**src/rtl/fpu_pkg.sv**
```systemverilog
// Shared FPU interface types: operation encoding, operand/tag widths and the queued command record.
package fpu_pkg;

   localparam int unsigned DW   = 32;
   localparam int unsigned OPW  = 2;
   localparam int unsigned TAGW = 4;

   typedef enum logic [OPW-1:0] {
      OP_ADD = 2'b00,
      OP_SUB = 2'b01,
      OP_MUL = 2'b10,
      OP_DIV = 2'b11
   } fpu_op_e;

   typedef struct packed {
      logic [DW-1:0]   a;
      logic [DW-1:0]   b;
      fpu_op_e         op;
      logic [TAGW-1:0] tag;
   } fpu_cmd_t;

endpackage

```
**src/rtl/fpu_cmd_fifo.sv**
```systemverilog
// Synchronous command FIFO of fpu_cmd_t; head entry is presented combinationally on rdata_o.
module fpu_cmd_fifo
   import fpu_pkg::*;
#(
   parameter int unsigned DEPTH = 4
) (
   input  logic     clk_i,
   input  logic     rst_ni,
   input  logic     push_i,
   input  fpu_cmd_t wdata_i,
   input  logic     pop_i,
   output fpu_cmd_t rdata_o,
   output logic     full_o,
   output logic     empty_o
);

   localparam int unsigned AW = $clog2(DEPTH);

   // Pointers carry one extra wrap bit to tell full from empty.
   logic [AW:0] wptr_q, rptr_q;
   fpu_cmd_t    mem_q [DEPTH];

   assign empty_o = (wptr_q == rptr_q);
   assign full_o  = (wptr_q[AW-1:0] == rptr_q[AW-1:0]) && (wptr_q[AW] != rptr_q[AW]);
   assign rdata_o = mem_q[rptr_q[AW-1:0]];

   always_ff @(posedge clk_i or negedge rst_ni) begin
      if (!rst_ni) begin
         wptr_q <= '0;
         rptr_q <= '0;
      end else begin
         if (push_i && !full_o) wptr_q <= wptr_q + (AW+1)'(1);
         if (pop_i && !empty_o) rptr_q <= rptr_q + (AW+1)'(1);
      end
   end

   always_ff @(posedge clk_i) begin
      if (push_i && !full_o) mem_q[wptr_q[AW-1:0]] <= wdata_i;
   end

endmodule

```
**src/rtl/fpu_issue_ctrl.sv**
```systemverilog
// Queues FPU commands, issues one at a time to fpu_top, and returns result or timeout error.
// Optional FPU_ISSUE_STATS_EN adds saturating good-op and timeout counters.
module fpu_issue_ctrl
   import fpu_pkg::*;
#(
   parameter int unsigned DEPTH   = 4,
   parameter int unsigned TMO_CYC = 64
) (
   input  logic            clk_i,
   input  logic            rst_ni,
   input  logic            cmd_valid_i,
   output logic            cmd_ready_o,
   input  logic [DW-1:0]   cmd_a_i,
   input  logic [DW-1:0]   cmd_b_i,
   input  logic [OPW-1:0]  cmd_op_i,
   input  logic [TAGW-1:0] cmd_tag_i,
   output logic [DW-1:0]   fpu_din1_o,
   output logic [DW-1:0]   fpu_din2_o,
   output logic [OPW-1:0]  fpu_op_sel_o,
   output logic            fpu_valid_o,
   input  logic [DW-1:0]   fpu_result_i,
   input  logic            fpu_ready_i,
   output logic            rsp_valid_o,
   input  logic            rsp_ready_i,
   output logic [DW-1:0]   rsp_data_o,
   output logic [TAGW-1:0] rsp_tag_o,
   output logic            rsp_err_o
`ifdef FPU_ISSUE_STATS_EN
   ,
   output logic [15:0]     stat_ops_o,
   output logic [7:0]      stat_tmo_o
`endif
);

   localparam int unsigned TW = $clog2(TMO_CYC + 1);
   localparam logic [TW-1:0] TmoLast = TW'(TMO_CYC - 1);

   typedef enum logic [1:0] {StIdle, StIssue, StWait, StResp} state_e;

   state_e          state_q;
   fpu_cmd_t        cmd_in, head, op_q;
   logic            fifo_full, fifo_empty, pop;
   logic            fpu_valid_q, rsp_valid_q, rsp_err_q;
   logic [DW-1:0]   rsp_data_q;
   logic [TAGW-1:0] rsp_tag_q;
   logic [TW-1:0]   tmo_q;

   assign cmd_in = '{a: cmd_a_i, b: cmd_b_i, op: fpu_op_e'(cmd_op_i), tag: cmd_tag_i};

   fpu_cmd_fifo #(
      .DEPTH (DEPTH)
   ) u_fifo (
      .clk_i   (clk_i),
      .rst_ni  (rst_ni),
      .push_i  (cmd_valid_i),
      .wdata_i (cmd_in),
      .pop_i   (pop),
      .rdata_o (head),
      .full_o  (fifo_full),
      .empty_o (fifo_empty)
   );

   always_comb begin
      pop = 1'b0;
      if (!fifo_empty) begin
         pop = (state_q == StIdle) || ((state_q == StResp) && rsp_ready_i);
      end
   end

   assign cmd_ready_o  = !fifo_full;
   assign fpu_din1_o   = op_q.a;
   assign fpu_din2_o   = op_q.b;
   assign fpu_op_sel_o = op_q.op;
   assign fpu_valid_o  = fpu_valid_q;
   assign rsp_valid_o  = rsp_valid_q;
   assign rsp_data_o   = rsp_data_q;
   assign rsp_tag_o    = rsp_tag_q;
   assign rsp_err_o    = rsp_err_q;

   // tmo_q counts cycles since the fpu_valid pulse (0 in ISSUE), so expiry lands TMO_CYC later.
   always_ff @(posedge clk_i or negedge rst_ni) begin
      if (!rst_ni) begin
         state_q     <= StIdle;
         op_q        <= '0;
         fpu_valid_q <= 1'b0;
         tmo_q       <= '0;
         rsp_valid_q <= 1'b0;
         rsp_data_q  <= '0;
         rsp_tag_q   <= '0;
         rsp_err_q   <= 1'b0;
      end else begin
         fpu_valid_q <= 1'b0;
         unique case (state_q)
            StIdle: begin
               if (pop) begin
                  op_q        <= head;
                  fpu_valid_q <= 1'b1;
                  tmo_q       <= '0;
                  state_q     <= StIssue;
               end
            end
            StIssue: begin
               tmo_q   <= tmo_q + TW'(1);
               state_q <= StWait;
            end
            StWait: begin
               if (fpu_ready_i) begin
                  rsp_data_q  <= fpu_result_i;
                  rsp_err_q   <= 1'b0;
                  rsp_tag_q   <= op_q.tag;
                  rsp_valid_q <= 1'b1;
                  state_q     <= StResp;
               end else if (tmo_q == TmoLast) begin
                  rsp_data_q  <= '0;
                  rsp_err_q   <= 1'b1;
                  rsp_tag_q   <= op_q.tag;
                  rsp_valid_q <= 1'b1;
                  state_q     <= StResp;
               end else begin
                  tmo_q <= tmo_q + TW'(1);
               end
            end
            StResp: begin
               if (rsp_ready_i) begin
                  rsp_valid_q <= 1'b0;
                  if (pop) begin
                     op_q        <= head;
                     fpu_valid_q <= 1'b1;
                     tmo_q       <= '0;
                     state_q     <= StIssue;
                  end else begin
                     state_q <= StIdle;
                  end
               end
            end
            default: state_q <= StIdle;
         endcase
      end
   end

`ifdef FPU_ISSUE_STATS_EN
   logic [15:0] stat_ops_q;
   logic [7:0]  stat_tmo_q;

   assign stat_ops_o = stat_ops_q;
   assign stat_tmo_o = stat_tmo_q;

   always_ff @(posedge clk_i or negedge rst_ni) begin
      if (!rst_ni) begin
         stat_ops_q <= '0;
         stat_tmo_q <= '0;
      end else if ((state_q == StResp) && rsp_ready_i) begin
         if (!rsp_err_q && (stat_ops_q != '1)) stat_ops_q <= stat_ops_q + 16'd1;
         if (rsp_err_q && (stat_tmo_q != '1))  stat_tmo_q <= stat_tmo_q + 8'd1;
      end
   end
`endif

endmodule

```
**config.mk**
```make
export PLATFORM = sky130hd
export DESIGN_NAME = fpu_issue_ctrl
export DESIGN_NICKNAME = d
export VERILOG_FILES = /design/src/rtl/fpu_pkg.sv /design/src/rtl/fpu_cmd_fifo.sv /design/src/rtl/fpu_issue_ctrl.sv
export SDC_FILE = /design/constraint.sdc
export NUM_CORES = 1
export LEC_CHECK = 0
export ABC_AREA = 1
export CORE_MARGIN = 4
export CORE_UTILIZATION = 35
export DETAILED_ROUTE_END_ITERATION = 6
export PLACE_DENSITY = 0.68
export RECOVER_POWER = 100
export SKIP_LAST_GASP = 1
export SLEW_MARGIN = 30
export SYNTH_ARGS = -nofsm -noshare
export SYNTH_HDL_FRONTEND = slang
export SYNTH_SLANG_ARGS = --single-unit
```
**constraint.sdc**
```tcl
create_clock -name clk_i -period 4.26 [get_ports clk_i]
set_input_delay 0.852 -clock clk_i [delete_from_list [all_inputs] [get_ports clk_i]]
set_output_delay 0.852 -clock clk_i [all_outputs]
set_load 0.1 [all_outputs]
```
==> metrics, run 1 <==
total track usage=14.3%; transition time at the pin with the least slew margin=2680 ps; top post-synthesis cells by area=edfxtp_1 (52%), dfrtp_1 (19%), o21ai_0 (5.2%), nor2_1 (3.7%), buf_4 (3.1%); endpoints failing setup=0; r2r startpoint=u_fifo.rptr_q[0]; Worst Setup SP=u_fifo.rptr_q[0]; worst rel slew slack=-78.8%; post-route worst setup slack=749 ps; sequential cell area fraction in the yosys report=71.7%; Setup Buffers After CTS=0; number of remaining DRC errors=0; clk sinks=404; most common flop cell mapped by yosys=edfxtp_1; Crit. End Element=primary output; share of the synthesized area in the top cell type=52.3%; Die Height=222 µm; routed vias/inst=4.79; Tmin final=3510 ps; initial antenna violation count=6; Vias=9835; HPWL after detailed placement=21700 µm; most common cell in the netlist=edfxtp_1; yosys warns=0; Area Growth Syn to Fin=20.9%; syn_area_per_cell=12.6 µm²; post-cts resize count=0; Routed Antenna Nets=0; largest net degree at the start of global routing=141; #FFs+latches synth=404; status=complete, but fails checks; CP Class=reg -> out; r2r setup slk=850 ps; hold_ws=462 ps; hold endpoint=rsp_tag_o[2]; Final Wtd Congestion=0.799; first-pass GRT wire length=55800 µm; CP Max Fanout=66; number of global-route vias before repair=9842; Clock Pin Slew Worst Setup and Hold Paths=60 ps; # IOs=213; Hold Path Class=reg -> reg; Final Cycle Share=82.4%; CTS Buf Count=43; die width=222 µm; Max Root-Sink Buffers=3; unrepaired setup endpoints after global routing=no; Layout Nets=1535; CP Launch Type=flip-flop; H-tree lvl count=2; Wirelength per Cell=17.7 µm; clock latency on the worst-skew pair=560 ps; DIE AREA=49400 µm²; gr ovfl total=0; Critical Path AT=2660 ps; Distinct cells, synth=30; proportion of layout cells with a drive suffix above 1=6.27%; Syn Inst Count=1280; final wirelength=36400 µm; core area=45400 µm²; max frequency=0.285 GHz; Initial DRC Count=609; Worst Hold Depth=2; Initial Util=35.4%; RR Endpoint=u_fifo.mem_q[2][63]; TritonRoute pass-1 iters=5; FF/Latch Area=11500 µm²; violated checks=capacitance limit, slew limit; pre-CTS setup slack=1190 ps; worst-case clock skew=15.6 ps; Hold Fails Final Rpt=0; ys async rst share=30.7%; Syn Nets=1397; Post-synth EDFFs=280; # rows=78; number of buffers added on ports=212; top post-synthesis cells by count=edfxtp_1 (280), o21ai_0 (167), nor2_1 (157); Critical Path RT=3410 ps; CTS root buf=clkbuf_16; number of fill cells=4233; multi-input logic area=3220 µm²; Max Cap Viol=3; synthesized cell area=16100 µm²; cell taking the most area after synthesis=edfxtp_1; worst hold start=rsp_tag_o[2]; worst reg2reg path depth=7; CTS tree=built; final slew viol count=271; Hold Buf Count CTS=0
kinds of logic after synthesis:
| family | Yosys count | share of synthesized area, % |
|---|---|---|
| adder cells (fa/ha/maj) | 10 | 0.779 |
| buffers and inverters | 231 | 7.84 |
| AO/OA/AOI/OAI | 323 | 11.9 |
| flip-flops | 404 | 71.7 |
| AND/OR/NAND/NOR | 308 | 7.64 |
| XOR/XNOR | 4 | 0.218 |
how the worst max path moves through the flow:
stage	endpoint	cells past startpoint
final	cmd_ready_o	5
after CTS	cmd_ready_o	5
after global routing	u_fifo.rptr_q[0]	1
after detailed placement	u_fifo.mem_q[1][64]	7
after global placement	u_fifo.mem_q[1][64]	7
after floorplan	u_fifo.mem_q[0][0]	6
flip-flops by register name, summed over array words and instances (netlist names):
signal and cells:
fpu_op_sel_o 2, rsp_data_o 32, u_fifo.rptr_q 3, u_fifo.mem_q 280, rsp_err_o 1, rsp_valid_o 1, op_q 4, fpu_valid_o 1
state_q 2, tmo_q 7, fpu_din1_o 32, rsp_tag_o 4, fpu_din2_o 32, u_fifo.wptr_q 3
cells in the final DEF (no fill, tap or decap), types with 3 or more instances in the layout:
cell,n
buf_4,3
clkbuf_16,45
edfxtp_1,280
nor2_4,3
inv_1,93
o21ai_0,208
ha_1,10
dfrtp_1,122
o22ai_1,70
xor2_1,4
clkbuf_8,7
dlygate4sd3_1,171
a22o_1,32
clkbuf_1,17
nand4_1,10
nand3_1,10
nor2_1,154
inv_4,3
clkinv_2,7
clkbuf_2,13
clkdlybuf4s50_1,35
clkinv_1,3
a21oi_1,7
nand2_1,127
layer usage:
| metal | vias to the layer above | part of all wire [%] | global-route usage (%) |
|---|---|---|---|
| met3 | 54 | 6.4 | 3.58 |
| met4 | 8 | 2.2 | 4.84 |
| li1 | 4712 | - | - |
| met2 | 274 | 48 | 23.6 |
| met1 | 4787 | 44 | 18.5 |
| met5 | - | 0.16 | 0 |
critical path, cell delays in order, from the launching register on:
cell and delay, ps:
dfrtp_4 700, inv_4 560, nand2_1 110, nand2_1 150
nand3_1 130, clkbuf_2 420
cell type report:
cell class                      count  area share, %
Multi-Input combinational cell    645           16.6
Sequential cell                   404           59.3
Clock buffer                       65           6.55
Inverter                           97           1.90
Tap cell                          600           3.87
Clock inverter                     14          0.528
Antenna cell                        2         0.0258
Timing Repair Buffer              227           11.2
metrics by stage:
step                setup TNS (ps)  cells  utilization [%]  instance area (µm²)
global placement                 0   1973             40.1                18200
finish                           0   2054             42.8                19400
floorplan                  -229520   1280                -                16100
detailed placement               0   1973             40.1                18200
global route                     0   2052             42.8                19400
CTS                              0   2052             43.1                19600
Power of run 1 is not shown: default switching activity piles up to over one toggle a cycle in this logic, so the estimate is an artifact.
==> inputs of run 2 (changes only) <==
--- a/config.mk
+++ b/config.mk
@@ -9,7 +9,7 @@
 export CORE_MARGIN = 4
 export CORE_UTILIZATION = 35
 export DETAILED_ROUTE_END_ITERATION = 6
-export PLACE_DENSITY = 0.68
+export PLACE_DENSITY = 0.66
 export RECOVER_POWER = 100
 export SKIP_LAST_GASP = 1
 export SLEW_MARGIN = 30
==> constraint.sdc (replaced) <==
create_clock -name clk_i -period 3.6 [get_ports clk_i]
set_input_delay 0.72 -clock clk_i [delete_from_list [all_inputs] [get_ports clk_i]]
set_output_delay 0.72 -clock clk_i [all_outputs]
set_load 0.1 [all_outputs]
==> metrics, run 2 (same netlist as run 1, synthesis figures left out) <==
status=complete, but fails checks; violated checks=capacitance limit, slew limit; number of buffers added on ports=212; clock latency on the worst-skew pair=560 ps; Crit. End Element=primary output; CTS Buf Count=43; Hold Path Class=in -> async; Tmin final=2990 ps; number of fill cells=4213; core area=45400 µm²; Layout Nets=1534; post-cts resize count=0; largest net degree at the start of global routing=91; final core utilization=42.9%; CP delay by family, top=flip-flops; # IOs=213; Vias=9907; Setup Buffers After CTS=0; Buf/Inv on CP=1; pre-CTS setup slack=1070 ps; proportion of layout cells with a drive suffix above 1=6.27%; # rows=78; endpoints failing setup=0; worst rel slew slack=-26.1%; unrepaired setup endpoints after global routing=no; first-pass GRT wire length=55900 µm; Initial DRC Count=656; CTS root buf=clkbuf_16; TritonRoute pass-1 iters=5; Critical Path AT=2270 ps; final wirelength=35900 µm; CP Launch Type=flip-flop; routed vias/inst=4.82; max frequency=0.335 GHz; final slew viol count=37; gr ovfl total=0; Initial Util=35.4%; Worst path slowest cell=dfrtp_1; CP Class=reg -> out; initial antenna violation count=7; DIE AREA=49400 µm²; Area Growth Syn to Fin=21.3%; Die Height=222 µm; Critical Path RT=2880 ps; CTS tree=built; Max Cap Viol=1; Final Cycle Share=83.0%; number of global-route vias before repair=9977; die width=222 µm; Critical Path Max Stage Delay=1030 ps; HPWL after detailed placement=20800 µm; Final Wtd Congestion=0.801; CP cell instances=nand2_1 -> nand2_1 -> nand3_1 -> buf_12; cell mode on critical path=nand2_1; post-route worst setup slack=612 ps; Clock Pin Slew Worst Setup and Hold Paths=70 ps; Hold Fails Final Rpt=0; Wirelength per Cell=17.5 µm; number of remaining DRC errors=0; clk sinks=404; worst-case clock skew=12.1 ps; commonest non-fill, non-tap cell in the layout=edfxtp_1; Hold Buf Count CTS=0; most frequent cells in the layout=edfxtp_1 (280), o21ai_0 (207), dlygate4sd3_1 (167); transition time at the pin with the least slew margin=1890 ps; total track usage=14.1%; Max Root-Sink Buffers=3; max FFs per register=280; Routed Antenna Nets=0; hold_ws=259 ps; CP Max Fanout=30; H-tree lvl count=2
-- run 2: cell count changes in the layout (fill, tap and decap cells not counted), moves of 3 or more --
cell,before,now
buf_12,1,4
clkbuf_8,7,4
dlygate4sd3_1,171,167
clkbuf_2,13,2
inv_6,0,4
clkinv_2,7,10
-- run 2: layout make-up --
class                   count  area (µm²)  share of cell area [%]
diodes                      2        5.00                  0.0257
clock buffers              56        1180                    6.04
clock inverters            24         223                    1.14
inverters                  97         369                    1.89
multi-input cells         645        3230                    16.6
flip-flops and latches    404       11500                    59.1
well taps                 600         751                    3.85
repair buffers            226        2220                    11.4
-- run 2: routing by layer --
layer	GRT usage, %	up-vias	share of wire [%]
li1	-	4709	-
met1	18.8	4852	44
met2	23.0	284	47
met3	3.73	56	6.6
met4	3.68	6	1.9
met5	0	-	0.081
-- run 2: worst reg2reg max path, cell delays in order (launching register included) --
cell,delay [ps]
dfrtp_1,1030
inv_4,30
nand2_1,90
nand2_1,90
nand3_1,170
nand2_1,230
nor2_4,150
clkbuf_4,640
-- run 2: final timing paths --
kind | slack (ps) | start | cells after the start | end
max in group asynchronous | 1070 | rst_ni | 2 | rsp_data_o[19]
min in group clk_i | 470 | rsp_tag_o[3] | 2 | rsp_tag_o[3]
min reg2reg | 470 | rsp_tag_o[3] | 2 | rsp_tag_o[3]
min | 260 | rst_ni | 1 | fpu_din2_o[20]
max reg2reg | 760 | u_fifo.rptr_q[1] | 7 | u_fifo.mem_q[3][48]
max | 610 | u_fifo.rptr_q[1] | 4 | cmd_ready_o
-- run 2: stage by stage --
stage	instance area (µm²)	TNS, ps	std cells
5_1_grt	19500	0	2054
6_report	19500	0	2054
4_1_cts	19700	0	2052
2_1_floorplan	16100	-179760	1280
3_5_place_dp	18300	0	1972
3_3_place_gp	18300	0	1972
Power of run 2 is left out for the same reason.
==> inputs of run 3 (changes only) <==
--- a/config.mk
+++ b/config.mk
@@ -9,7 +9,7 @@
 export CORE_MARGIN = 4
 export CORE_UTILIZATION = 35
 export DETAILED_ROUTE_END_ITERATION = 6
-export PLACE_DENSITY = 0.66
+export PLACE_DENSITY = 0.68
 export RECOVER_POWER = 100
 export SKIP_LAST_GASP = 1
 export SLEW_MARGIN = 30
==> constraint.sdc (replaced) <==
create_clock -name clk_i -period 2.53 [get_ports clk_i]
set_input_delay 0.506 -clock clk_i [delete_from_list [all_inputs] [get_ports clk_i]]
set_output_delay 0.506 -clock clk_i [all_outputs]
set_load 0.1 [all_outputs]
==> metrics, run 3 (same netlist as run 1, synthesis figures left out) <==
status=completed; worst reg2reg path depth=7; post-cts resize count=0; HPWL after detailed placement=21400 µm; CP cell instances=inv_4 -> nand2_1 -> nand2_4 -> nand3_2 -> nand2_1 -> nor2_4 -> clkbuf_2; number of fill cells=4153; Max Cap Viol=0; # IOs=213; worst hold start=rsp_tag_o[2]; Setup Buffers After CTS=0; Worst Hold Depth=2; Hold Buf Count CTS=1; final slew viol count=0; first-pass GRT wire length=56200 µm; CTS Buf Count=43; Tmin final=2310 ps; unrepaired setup endpoints after global routing=no; TritonRoute pass-1 iters=5; CTS root buf=clkbuf_16; number of global-route vias before repair=9723; total track usage=14.3%; routed vias/inst=4.80; Critical Path RT=2740 ps; proportion of layout cells with a drive suffix above 1=14.5%; core area=45400 µm²; die width=222 µm; Final Cycle Share=91.3%; Initial DRC Count=667; Area Growth Syn to Fin=19.6%; # rows=78; Crit. End Element=flip-flop; RR Endpoint=u_fifo.mem_q[2][23]; H-tree lvl count=2; Final Wtd Congestion=0.781; max FFs per register=280; commonest non-fill, non-tap cell in the layout=edfxtp_1; CP Class=reg -> reg; Initial Util=35.4%; max frequency=0.433 GHz; Critical Path Max Stage Delay=650 ps; Hold Fails Final Rpt=0; Clock Pin Slew Worst Setup and Hold Paths=60 ps; Max Root-Sink Buffers=3; CP delay by family, top=simple AND/OR/NAND/NOR gates; post-route worst setup slack=219 ps; initial antenna violation count=9; Worst path slowest cell=dfrtp_4; hold endpoint=rsp_tag_o[2]; Vias=9901; DIE AREA=49400 µm²; transition time at the pin with the least slew margin=1230 ps; r2r setup slk=220 ps; Wirelength per Cell=17.6 µm; Layout Nets=1540; Die Height=222 µm; number of remaining DRC errors=0; clock latency on the worst-skew pair=560 ps; r2r startpoint=u_fifo.rptr_q[0]; most frequent cells in the layout=edfxtp_1 (280), o21ai_0 (205), nor2_1 (153); endpoints failing setup=0; pre-CTS setup slack=366 ps; Hold Path Class=reg -> reg; CTS tree=built; gr ovfl total=0; multi-input logic area=3260 µm²; Routed Antenna Nets=0; CP Launch Type=flip-flop; CP Max Fanout=31; worst-case clock skew=8.63 ps; worst rel slew slack=18.3%; number of buffers added on ports=212; FF/Latch Area=11500 µm²; Critical Path AT=2520 ps; clk sinks=404; final wirelength=36200 µm; Buf/Inv on CP=2; cell mode on critical path=nand2_1; largest net degree at the start of global routing=142
[run 3: changes by cell type in the layout (fill, tap and decap cells not counted), moves of 3 or more]
cell	delta
buf_12	+3
buf_6	+4
clkbuf_1	-11
clkbuf_2	+109
clkbuf_8	+8
clkinv_2	-5
dlygate4sd3_1	-96
inv_6	-3
nor2_1	-3
nor2_4	+3
[run 3: metal layers]
metal  up-vias  share of wire, %  GRT usage [%]
met5         -              0.14              0
met4         8               2.8           5.28
met3        72               6.6           3.46
met2       278                46           22.4
met1      4826                45           19.6
li1       4717                 -              -
[run 3: worst min-delay path, cell delays in order (launching register included)]
cell and delay, ps:
dfrtp_1 340, nand2_1 50, nand2_1 40
[run 3: final cells by class]
type	count	share of cell area [%]
timing repair buffer	232	9.52
inverter	97	1.92
multi-input combinational	645	16.9
sequential	404	59.9
clock inverter	14	0.736
tap	600	3.91
antenna	4	0.0521
clock buffer	66	7.00
[run 3: worst max path at each step]
stage / start / end / slack, ps / cells past startpoint
2_1_floorplan: u_fifo.rptr_q[0] / u_fifo.mem_q[3][0] / -120 / 7
3_3_place_gp: cmd_valid_i / u_fifo.mem_q[1][58] / 340 / 4
3_5_place_dp: cmd_valid_i / u_fifo.mem_q[1][58] / 370 / 4
4_1_cts: u_fifo.rptr_q[0] / cmd_ready_o / 130 / 5
5_1_grt: u_fifo.rptr_q[0] / u_fifo.mem_q[2][13] / 80 / 7
6_report: u_fifo.rptr_q[0] / u_fifo.mem_q[2][23] / 220 / 7
[run 3: metrics by stage]
stage	hold WS, ps	instances	instance area, µm²	utilization (%)	setup TNS (ps)
after floorplan	210	1280	16100	-	-24090
after global placement	465	1977	18100	40.0	0
after detailed placement	461	1977	18100	40.0	0
after CTS	441	2058	19600	43.3	0
after global routing	493	2060	19200	42.3	0
final	467	2062	19200	42.4	0
Power of run 3 is left out for the same reason.
